==> src/rtl/ttt_pkg.sv <==
// Shared tic-tac-toe definitions: switch select encodings, highest legal board
// position and the move-entry FSM state type.
package ttt_pkg;

  localparam logic [1:0] SEL_NONE = 2'b00;
  localparam logic [1:0] SEL_P1   = 2'b01;
  localparam logic [1:0] SEL_P2   = 2'b10;
  localparam logic [1:0] SEL_BOTH = 2'b11;

  localparam logic [3:0] POS_MAX = 4'd8;

  typedef enum logic [1:0] {
    WAIT_RELEASE = 2'd0,
    ARMED        = 2'd1,
    ISSUE        = 2'd2
  } move_state_e;

endpackage

==> src/rtl/sw_debounce.sv <==
// One switch bit: 2-FF synchroniser followed by a consecutive-difference debounce
// counter. Defining SW_DEBOUNCE_BYPASS_EN removes the counter (stable = synchroniser).
module sw_debounce #(
  parameter int DEBOUNCE_CYCLES = 1_000_000
) (
  input  logic clk,
  input  logic reset,
  input  logic raw,
  output logic stable,
  output logic quiet
);

  logic sync_p0, sync_p1;

  always_ff @(posedge clk) begin
    if (reset) begin
      sync_p0 <= 1'b0;
      sync_p1 <= 1'b0;
    end else begin
      sync_p0 <= raw;
      sync_p1 <= sync_p0;
    end
  end

`ifdef SW_DEBOUNCE_BYPASS_EN
  assign stable = sync_p1;
`else
  localparam int CNT_W = $clog2(DEBOUNCE_CYCLES + 1);
  localparam logic [CNT_W-1:0] CNT_LAST = CNT_W'(DEBOUNCE_CYCLES - 1);

  logic [CNT_W-1:0] cnt_p2;
  logic             stable_p2;

  // Debounce stage: flip only after DEBOUNCE_CYCLES consecutive differing samples
  always_ff @(posedge clk) begin
    if (reset) begin
      cnt_p2    <= '0;
      stable_p2 <= 1'b0;
    end else if (sync_p1 == stable_p2) begin
      cnt_p2 <= '0;
    end else if (cnt_p2 == CNT_LAST) begin
      stable_p2 <= ~stable_p2;
      cnt_p2    <= '0;
    end else begin
      cnt_p2 <= cnt_p2 + CNT_W'(1);
    end
  end

  assign stable = stable_p2;
`endif

  // Nothing in flight: the debounced level already matches the synchroniser.
  assign quiet = (sync_p0 == stable) && (sync_p1 == stable);

endmodule

==> src/rtl/ttt_move_entry.sv <==
// Switch input stage: per-bit sync/debounce and a move FSM that turns a select gesture
// into one registered command pulse. SW_DEBOUNCE_BYPASS_EN selects the no-debounce build.
module ttt_move_entry
  import ttt_pkg::*;
#(
  parameter int DEBOUNCE_CYCLES = 1_000_000
) (
  input  logic       clk,
  input  logic       reset,
  input  logic [5:0] sw_raw,
  output logic [5:0] sw_stable,
  output logic [3:0] pos_code,
  output logic       p1_move,
  output logic       p2_move,
  output logic       bad_code,
  output logic       armed
);

  logic [5:0] quiet;

  for (genvar i = 0; i < 6; i++) begin : g_bit
    sw_debounce #(
      .DEBOUNCE_CYCLES(DEBOUNCE_CYCLES)
    ) u_deb (
      .clk    (clk),
      .reset  (reset),
      .raw    (sw_raw[i]),
      .stable (sw_stable[i]),
      .quiet  (quiet[i])
    );
  end

  logic [1:0]  sel;
  logic [3:0]  pos_in;
  logic        loaded_q, settled_q;
  move_state_e state_q, state_d;
  logic [3:0]  pos_d;
  logic        p1_d, p2_d, bad_d;

  assign sel    = sw_stable[1:0];
  assign pos_in = sw_stable[5:2];

  // sw_stable reads 0 straight out of reset; arming waits until it has caught up
  // with the real switches so a switch left up at reset cannot look like a release.
  always_comb begin
    state_d = state_q;
    pos_d   = pos_code;
    p1_d    = 1'b0;
    p2_d    = 1'b0;
    bad_d   = 1'b0;
    unique case (state_q)
      WAIT_RELEASE: begin
        if (settled_q && sel == SEL_NONE) state_d = ARMED;
      end
      ARMED: begin
        if (sel == SEL_P1 || sel == SEL_P2) begin
          state_d = ISSUE;
          pos_d   = pos_in;
          if (pos_in > POS_MAX) bad_d = 1'b1;
          else if (sel == SEL_P1) p1_d = 1'b1;
          else p2_d = 1'b1;
        end else if (sel == SEL_BOTH) begin
          state_d = WAIT_RELEASE;
        end
      end
      ISSUE:   state_d = WAIT_RELEASE;
      default: state_d = WAIT_RELEASE;
    endcase
  end

  // Pulses are registered on entry to ISSUE so they coincide with the ISSUE cycle
  always_ff @(posedge clk) begin
    if (reset) begin
      state_q   <= WAIT_RELEASE;
      loaded_q  <= 1'b0;
      settled_q <= 1'b0;
      pos_code  <= 4'd0;
      p1_move   <= 1'b0;
      p2_move   <= 1'b0;
      bad_code  <= 1'b0;
      armed     <= 1'b0;
    end else begin
      state_q   <= state_d;
      loaded_q  <= 1'b1;
      settled_q <= settled_q | (loaded_q & (&quiet));
      pos_code  <= pos_d;
      p1_move   <= p1_d;
      p2_move   <= p2_d;
      bad_code  <= bad_d;
      armed     <= (state_d == ARMED);
    end
  end

endmodule
==> config.mk <==
export PLATFORM = sky130hd
export DESIGN_NAME = ttt_move_entry
export DESIGN_NICKNAME = d
export VERILOG_FILES = /design/src/rtl/ttt_pkg.sv /design/src/rtl/sw_debounce.sv /design/src/rtl/ttt_move_entry.sv
export SDC_FILE = /design/constraint.sdc
export NUM_CORES = 1
export LEC_CHECK = 0
export CAP_MARGIN = 20
export CELL_PAD_IN_SITES_DETAIL_PLACEMENT = 2
export CELL_PAD_IN_SITES_GLOBAL_PLACEMENT = 2
export CORE_ASPECT_RATIO = 1.2
export CORE_MARGIN = 2
export CORE_UTILIZATION = 40
export DETAILED_ROUTE_END_ITERATION = 10
export GPL_TIMING_DRIVEN = 0
export PLACE_DENSITY = 0.89
export SLEW_MARGIN = 20
export SYNTH_ARGS = -nofsm -noshare
export SYNTH_HDL_FRONTEND = slang
export SYNTH_SLANG_ARGS = --single-unit
==> constraint.sdc <==
create_clock -name clk -period 4.4 [get_ports clk]
set_input_delay 0.44 -clock clk [delete_from_list [all_inputs] [get_ports clk]]
set_output_delay 0.44 -clock clk [all_outputs]
set_load 0.05 [all_outputs]
# Yosys cells after proc, flatten, opt, wreduce, memory -nomap -nowiden
# Cells that the tools add are included.
# op_classes
addsub,6
n_lt_le_gt_ge,1
n_eq_ne,23
n_mux,8
bitwise_logic,16
n_reduce_logical,26
# op_table
cell,count
$add A20 B1 Y20 const B,6
$eq A20 B20 Y1 const B,6
$reduce_or A3 Y1,7
$not A1 Y1,14
$reduce_and A2 Y1,7
$eq A1 B1 Y1,12
$logic_and A1 B1 Y1,7
$eq A2 B1 Y1 const B,3
$mux W2,3
$reduce_and A6 Y1,1
$eq A2 B2 Y1 const B,2
$gt A4 B4 Y1 const B,1
$logic_not A2 Y1,2
$mux W1,4
$pmux W2 S2,1
$reduce_or A4 Y1,1
$and A1 B1 Y1,1
$logic_or A1 B1 Y1,1
$or A1 B1 Y1,1
# totals
register_bits,150
out_inout_bits,14
elab_cells,112

# Logic depth before layout (Yosys ltp)
# Gate-level depths: netlist (run 1).
# depth
ltp_word,5
ltp_mapped,7
depth_no_buf,6

# Cells and area by module
# From an unflattened synthesis (run 1), not the netlist that was laid out.
# hier_totals
cells_unflattened,790
area_unflattened_um2,6947.9
# by_module_without_submodules
module,instances,cells_each,area_per_inst_um2,seq_area_each_um2
sw_debounce,6,124,1076.0,460.4
ttt_move_entry,1,46,491.7,240.2

# Worst setup path after synthesis (run 1)
# No wires, ideal clock.
# synth_timing
kind,register to register
from,register g_bit[0].u_deb.cnt_p2[10]
to,register g_bit[0].u_deb.cnt_p2[12]
arrival_time_ns,1.814
slack_ns,2.472
path_stages_with_launch,6
period_less_slack_ns,1.928
cell_sequence,dfxtp_1 -> or4b_1 -> or4_4 -> o21ai_4 -> buf_6 -> nor2_1
# synth_between
elab_chain_cells,2
word_cells_on_any_way,3
# synth_rtl
element,line_no,rtl
start: declaration,sw_debounce.sv:31,logic [CNT_W-1:0] cnt_p2;
start signal: assignment,sw_debounce.sv:45,cnt_p2 <= cnt_p2 + CNT_W'(1);
"parallel branches: the longest is 2 deep, another holds $add A20 B1 Y20",--,
# Parallel ways; which one is timed is not known.
# A chain may end at the register's enable or synchronous reset.

# Worst setup path in the final report (run 1)
# layout_timing
from,register g_bit[4].u_deb.cnt_p2[0]
to,register g_bit[4].u_deb.cnt_p2[4]
# layout_between
elab_chain_cells,2
word_cells_on_any_way,3
# layout_rtl
element,line_no
start: declaration,sw_debounce.sv:31
start signal: assignment,sw_debounce.sv:45
"parallel branches: the longest is 2 deep, another holds $add A20 B1 Y20",--
# Parallel ways; which one is timed is not known.

==> impl_metrics.toml, run 1 <==
[cells_and_area]
fin_util_pct = 47.6
area_growth_pct = 16.4
diodes = 0
nets = 811
drive_gt1_share_pct = 7.32

[logic_synthesis]
yosys.cell_types.count = 54
synth_seq_cells = 150
synth.largest_area_cell = "dfxtp_1"
yosysMostFrequentCell = "dfxtp_1"
synthTopCellsByCount = "150 x dfxtp_1, 105 x nor2_1, 52 x nand3_1"
synth_fp_nets = 771
netlist_instances = 754
yosys-top-cells-area = "dfxtp_1 45%, nor2_1 5.9%, xnor2_1 5.9%, xor2_1 4.8%, nand3_1 3.9%"
synthFlopType = "dfxtp_1"
synth_top_cell_area_share_pct = 45.3
avgSynthCellArea_sq_um = 8.80
synthArstFlopShare_pct = 0
syn_area_sq_mm = 0.00663
ys.warnings.count = 0
synth_edf_count = 0
ys_seq_area_share_pct = 45.3

[floorplanning]
core_sq_mm = 0.0162
row_count = 51
dieWidth_um = 122
start_util_pct = 40.9
die_h_um = 145
dieArea_sq_mm = 0.0176
ios = 22

[routing]
drt-initial-drc-count = 298
dr.pass1.iters = 4
drt_wl_total_mm = 23.3
viasPerCell = 5.83
ant_nets = 0
wl_per_cell_um = 22.9
drt_drc_violations_left = 0
vias = 5933

[clock_tree]
ctsHoldBuffers = 0
cts-buffers-inserted = 17
insertion_delay_ps = 430
clock-sinks = 150
cts_buffer_depth = 2
post_cts_buffers = 0
ctsResizeCount = 0
path_clk_slew_ps = 70
cts_tree = "yes"
ctsRootBufferMaster = "clkbuf_16"
htreeDepth = 4

[critical_path]
crit_path_max_incr_delay_ps = 770
cp_slowest_cell = "o21ai_1"
crit_required_ps = 4690
setup.worst_path.class = "flop to flop"
end_kind = "flop"
cp.arrival_ps = 3050
crit_chain = "ha_1, and2_1, nand4_1, o21ai_1, clkbuf_1, nor2_1"
path_max_fanout = 10
start_kind = "flop"

[global_route]
grt_pass1_vias = 6782
grt_max_degree = 17
grt_pass1_wl_mm = 38.0
antenna_found_initial = 0
grt_overflow = 0
track_usage_pct = 27.6

[power_and_ir_drop]
p_leak_nw = 2.37
ir_worst_vdd_mv = 0.302
power_w = 0.00300
power_density_mw_per_mm2 = 388

[sta]
worst_clock_skew_ps = 12.9
rsz0062_at_grt = "false"
fin_crit_ps = 2760
fin_setup_tns_ps = 0
fmax_ghz = 0.362
worst_pin_slew_ps = 905
fin_ws_ps = 1640
setup_viol = 0
maxSlewHeadroom_pct = 39.3
finalCritPeriodShare_pct = 62.8
finalMaxSlewViolations = 0
hold_viol = 0

[hold_path]
hold_class = "flop to flop"

[placement]
place.gp.congestion = 0.800
port_buffers = 21
place_ws_ps = 1910
dpl.hpwl_mm = 13.9

[outcome]
status = "complete, no violations"

[job]
drv_cap = 0
-- kinds of logic (layout without fill, tap and decap cells) --
kind of cell	Yosys count	count (layout)	share of synthesized area, %
DFF	150	150	45.3
xor gates and xnor gates	81	81	10.7
AOI/OAI and AO/OA	91	91	8.30
buffers and inverters	54	106	3.60
muxes	4	4	0.604
adders and majority gates	9	9	1.70
and+or+nand+nor	365	365	29.8
-- final timing paths --
kind | from | to | slack [ps] | cells after the start
min | g_bit[0].u_deb.cnt_p2[0]$_SDFF_PP0_ | g_bit[0].u_deb.cnt_p2[0]$_SDFF_PP0_ | 480 | 1
max | g_bit[4].u_deb.cnt_p2[0]$_SDFF_PP0_ | g_bit[4].u_deb.cnt_p2[4]$_SDFF_PP0_ | 1640 | 6
min reg2reg | g_bit[0].u_deb.cnt_p2[0]$_SDFF_PP0_ | g_bit[0].u_deb.cnt_p2[0]$_SDFF_PP0_ | 480 | 1
max reg2reg | g_bit[4].u_deb.cnt_p2[0]$_SDFF_PP0_ | g_bit[4].u_deb.cnt_p2[4]$_SDFF_PP0_ | 1640 | 6
-- sequential cells by signal, summed over array words and instances, names as in the netlist --
| name | cells |
|---|---|
| pos_code | 4 |
| settled_q | 1 |
| g_bit.u_deb.stable | 6 |
| loaded_q | 1 |
| p1_move | 1 |
| g_bit.u_deb.sync_p1 | 6 |
| bad_code | 1 |
| armed | 1 |
| p2_move | 1 |
| state_q | 2 |
| g_bit.u_deb.cnt_p2 | 120 |
| g_bit.u_deb.sync_p0 | 6 |
-- through the flow --
step / instance area (sq um) / hold slack (ps) / instances
floorplan: 6630 / 426 / 754
global placement: 7110 / 444 / 987
detailed placement: 7110 / 469 / 987
CTS: 7720 / 489 / 1018
global route: 7720 / 504 / 1018
finish: 7720 / 479 / 1018
-- power by group --
| part | internal [W] | switching (W) |
|---|---|---|
| Combinational | 0.0000181 | 0.0000309 |
| Clock | 0.000974 | 0.000600 |
| Sequential | 0.00137 | 0.00000847 |
| Total | 0.00236 | 0.000639 |
-- cell usage in the layout, fill, tap and decap left out, types with 15 or more instances in the layout --
| master | n |
|---|---|
| clkdlybuf4s50_1 | 21 |
| nor2_1 | 105 |
| clkbuf_1 | 16 |
| nor3_1 | 21 |
| nor4_1 | 18 |
| nand3_1 | 52 |
| xnor2_1 | 45 |
| inv_1 | 28 |
| clkbuf_16 | 17 |
| nand4_1 | 26 |
| or3_1 | 28 |
| or4_1 | 15 |
| xor2_1 | 36 |
| a21oi_1 | 38 |
| o21ai_0 | 21 |
| dfxtp_1 | 150 |
| nand2_1 | 33 |
-- routing by layer --
| layer | GRT usage (%) | vias to the layer above | part of all wire, % |
|---|---|---|---|
| met5 | 0 | - | 0 |
| met4 | 8.91 | 0 | 2.3 |
| met3 | 5.19 | 46 | 2.4 |
| met2 | 51.0 | 108 | 54 |
| met1 | 31.5 | 3022 | 41 |
| li1 | - | 2757 | - |
-- cell type report --
| class | instances | area (sq um) |
|---|---|---|
| clock inverter | 9 | 150 |
| buffer | 26 | 134 |
| sequential | 150 | 3000 |
| inverter | 28 | 105 |
| timing repair buffer | 21 | 210 |
| clock buffer | 22 | 464 |
| tap | 212 | 265 |
| fill | 1754 | 8490 |
| multi-input combinational | 550 | 3390 |
-- worst max-delay path, delay by kind of cell, from the launching register on --
family	cells	cell delay, ps
fa+ha+maj	1	320
simple gates	3	630
compound gates	1	770
buf+inv	1	460
flops	1	440
Note: power is estimated with default switching activity, not from simulation.
==> run 2: changes to the inputs <==
--- a/config.mk
+++ b/config.mk
@@ -10,10 +10,10 @@
 export CELL_PAD_IN_SITES_GLOBAL_PLACEMENT = 2
 export CORE_ASPECT_RATIO = 1.2
 export CORE_MARGIN = 2
-export CORE_UTILIZATION = 40
+export CORE_UTILIZATION = 35
 export DETAILED_ROUTE_END_ITERATION = 10
 export GPL_TIMING_DRIVEN = 0
-export PLACE_DENSITY = 0.89
+export PLACE_DENSITY = 0.83
 export SLEW_MARGIN = 20
 export SYNTH_ARGS = -nofsm -noshare
 export SYNTH_HDL_FRONTEND = slang
==> constraint.sdc (replaced) <==
create_clock -name clk -period 2.5 [get_ports clk]
set_input_delay 0.25 -clock clk [delete_from_list [all_inputs] [get_ports clk]]
set_output_delay 0.25 -clock clk [all_outputs]
set_load 0.05 [all_outputs]
==> impl_metrics.toml, run 2 (same netlist as run 1, synthesis figures left out) <==
[power_and_ir_drop]
p_sw_share_pct = 20.5
clock_power_share_pct = 51.1
power_w = 0.00512
power_frac_seq_pct = 47.3
p_leak_nw = 2.38
p_switching_w = 0.00105
p_comb_share_pct = 1.6
p_int_w = 0.00407
power_density_mw_per_mm2 = 658
ir_worst_vdd_mv = 0.464

[routing]
wl_per_cell_um = 17.4
drt-initial-drc-count = 162
dr.pass1.iters = 6
ant_nets = 0
vias = 5648
drt_wl_total_mm = 18.5
viasPerCell = 5.32
drt_drc_violations_left = 0

[clock_tree]
post_cts_buffers = 0
ctsHoldBuffers = 0
cts-buffers-inserted = 17
ctsRootBufferMaster = "clkbuf_16"
path_clk_slew_ps = 60
cts_tree = "yes"
htreeDepth = 4
clock-sinks = 150
cts_buffer_depth = 2
ctsResizeCount = 1
insertion_delay_ps = 420

[floorplanning]
die_h_um = 155
row_count = 55
core_sq_mm = 0.0187
dieArea_sq_mm = 0.0201
start_util_pct = 35.4
ios = 22
dieWidth_um = 130

[placement]
port_buffers = 21
place_ws_ps = 44.5
place.gp.congestion = 0.810
dpl.hpwl_mm = 13.1

[sta]
fin_ws_ps = 272
hold_ws_ps = 447
worst_pin_slew_ps = 648
rsz0062_at_grt = "false"
hold_viol = 0
worst_clock_skew_ps = 6.54
fmax_ghz = 0.449
maxSlewHeadroom_pct = 56.5
setup_viol = 0
fin_crit_ps = 2230
fin_setup_tns_ps = 0
finalMaxSlewViolations = 0
finalCritPeriodShare_pct = 89.1

[global_route]
grt_pass1_wl_mm = 30.9
grt_max_degree = 17
track_usage_pct = 19.1
antenna_found_initial = 0
grt_pass1_vias = 6166
grt_overflow = 0

[cells_and_area]
layout.cells.most_common_list = "150 x dfxtp_1, 105 x nor2_1, 51 x nand3_1"
largest_register_ffs = 120
drive_gt1_share_pct = 7.94
final_common_cell = "dfxtp_1"
top_register = "g_bit.u_deb.cnt_p2"
fillCellCount = 2082
diodes = 0
nets = 811
area_growth_pct = 17.3

[critical_path]
setup.worst_path.class = "flop to flop"
end_kind = "flop"
crit_required_ps = 2790
cp.arrival_ps = 2520
start_kind = "flop"
path_max_fanout = 10

[outcome]
status = "complete, no violations"

[job]
drv_cap = 0

[hold_path]
hold_class = "input pin to flop"
[run 2: cell count changes in the layout (fill, tap and decap cells not counted), sizes merged]
cell / previous run / this run
clkinvlp: 2 / 1
clkinv: 3 / 6
clkbuf: 36 / 35
bufinv: 4 / 3
[run 2: stage by stage]
step | cells | util (%) | cell area [sq um]
final | 1062 | 41.6 | 7780
after global routing | 1062 | 41.6 | 7780
after CTS | 1062 | 41.5 | 7760
after detailed placement | 1031 | 38.3 | 7160
after global placement | 1031 | 38.3 | 7160
after floorplan | 754 | - | 6630
[run 2: critical path, cell delays in order (launching register included)]
cell and delay (ps):
dfxtp_1 390, ha_1 230, and3_1 230, nand3_1 210
o21ai_2 460, clkbuf_1 440, nor2_1 120
[run 2: routing by layer]
layer	track usage (%)	wire length, um	vias to the layer above
met5	0	0	-
met4	5.38	242	0
met3	4.01	384	24
met2	36.2	9980	47
met1	21.1	7840	2818
li1	-	-	2759
[run 2: final timing paths]
kind                                       start                                   end  slack (ps)  depth (start not counted)
max          g_bit[1].u_deb.cnt_p2[0]$_SDFF_PP0_  g_bit[1].u_deb.cnt_p2[12]$_SDFF_PP0_         270                          6
min                                    sw_raw[2]     g_bit[2].u_deb.sync_p0$_SDFF_PP0_         450                          2
max reg2reg  g_bit[1].u_deb.cnt_p2[0]$_SDFF_PP0_  g_bit[1].u_deb.cnt_p2[12]$_SDFF_PP0_         270                          6
min reg2reg  g_bit[0].u_deb.cnt_p2[0]$_SDFF_PP0_   g_bit[0].u_deb.cnt_p2[0]$_SDFF_PP0_         470                          1
[run 2: power groups by stage]
stage	clock [W]	combinational, W	sequential [W]
floorplan	0	0.0000451	0.00247
global placement	0	0.0000790	0.00247
detailed placement	0	0.0000833	0.00247
CTS	0.00267	0.0000849	0.00242
global route	0.00277	0.0000928	0.00242
finish	0.00261	0.0000839	0.00242
[run 2: area by class of cell]
| class | instances | area, sq um | area share (%) |
|---|---|---|---|
| sequential | 150 | 3000 | 38.6 |
| clock inverter | 10 | 128 | 1.64 |
| clock buffer | 21 | 470 | 6.05 |
| inverter | 28 | 105 | 1.35 |
| timing repair buffer | 21 | 210 | 2.70 |
| buffer | 26 | 134 | 1.72 |
| tap | 256 | 320 | 4.12 |
| multi-input combinational | 550 | 3410 | 43.8 |
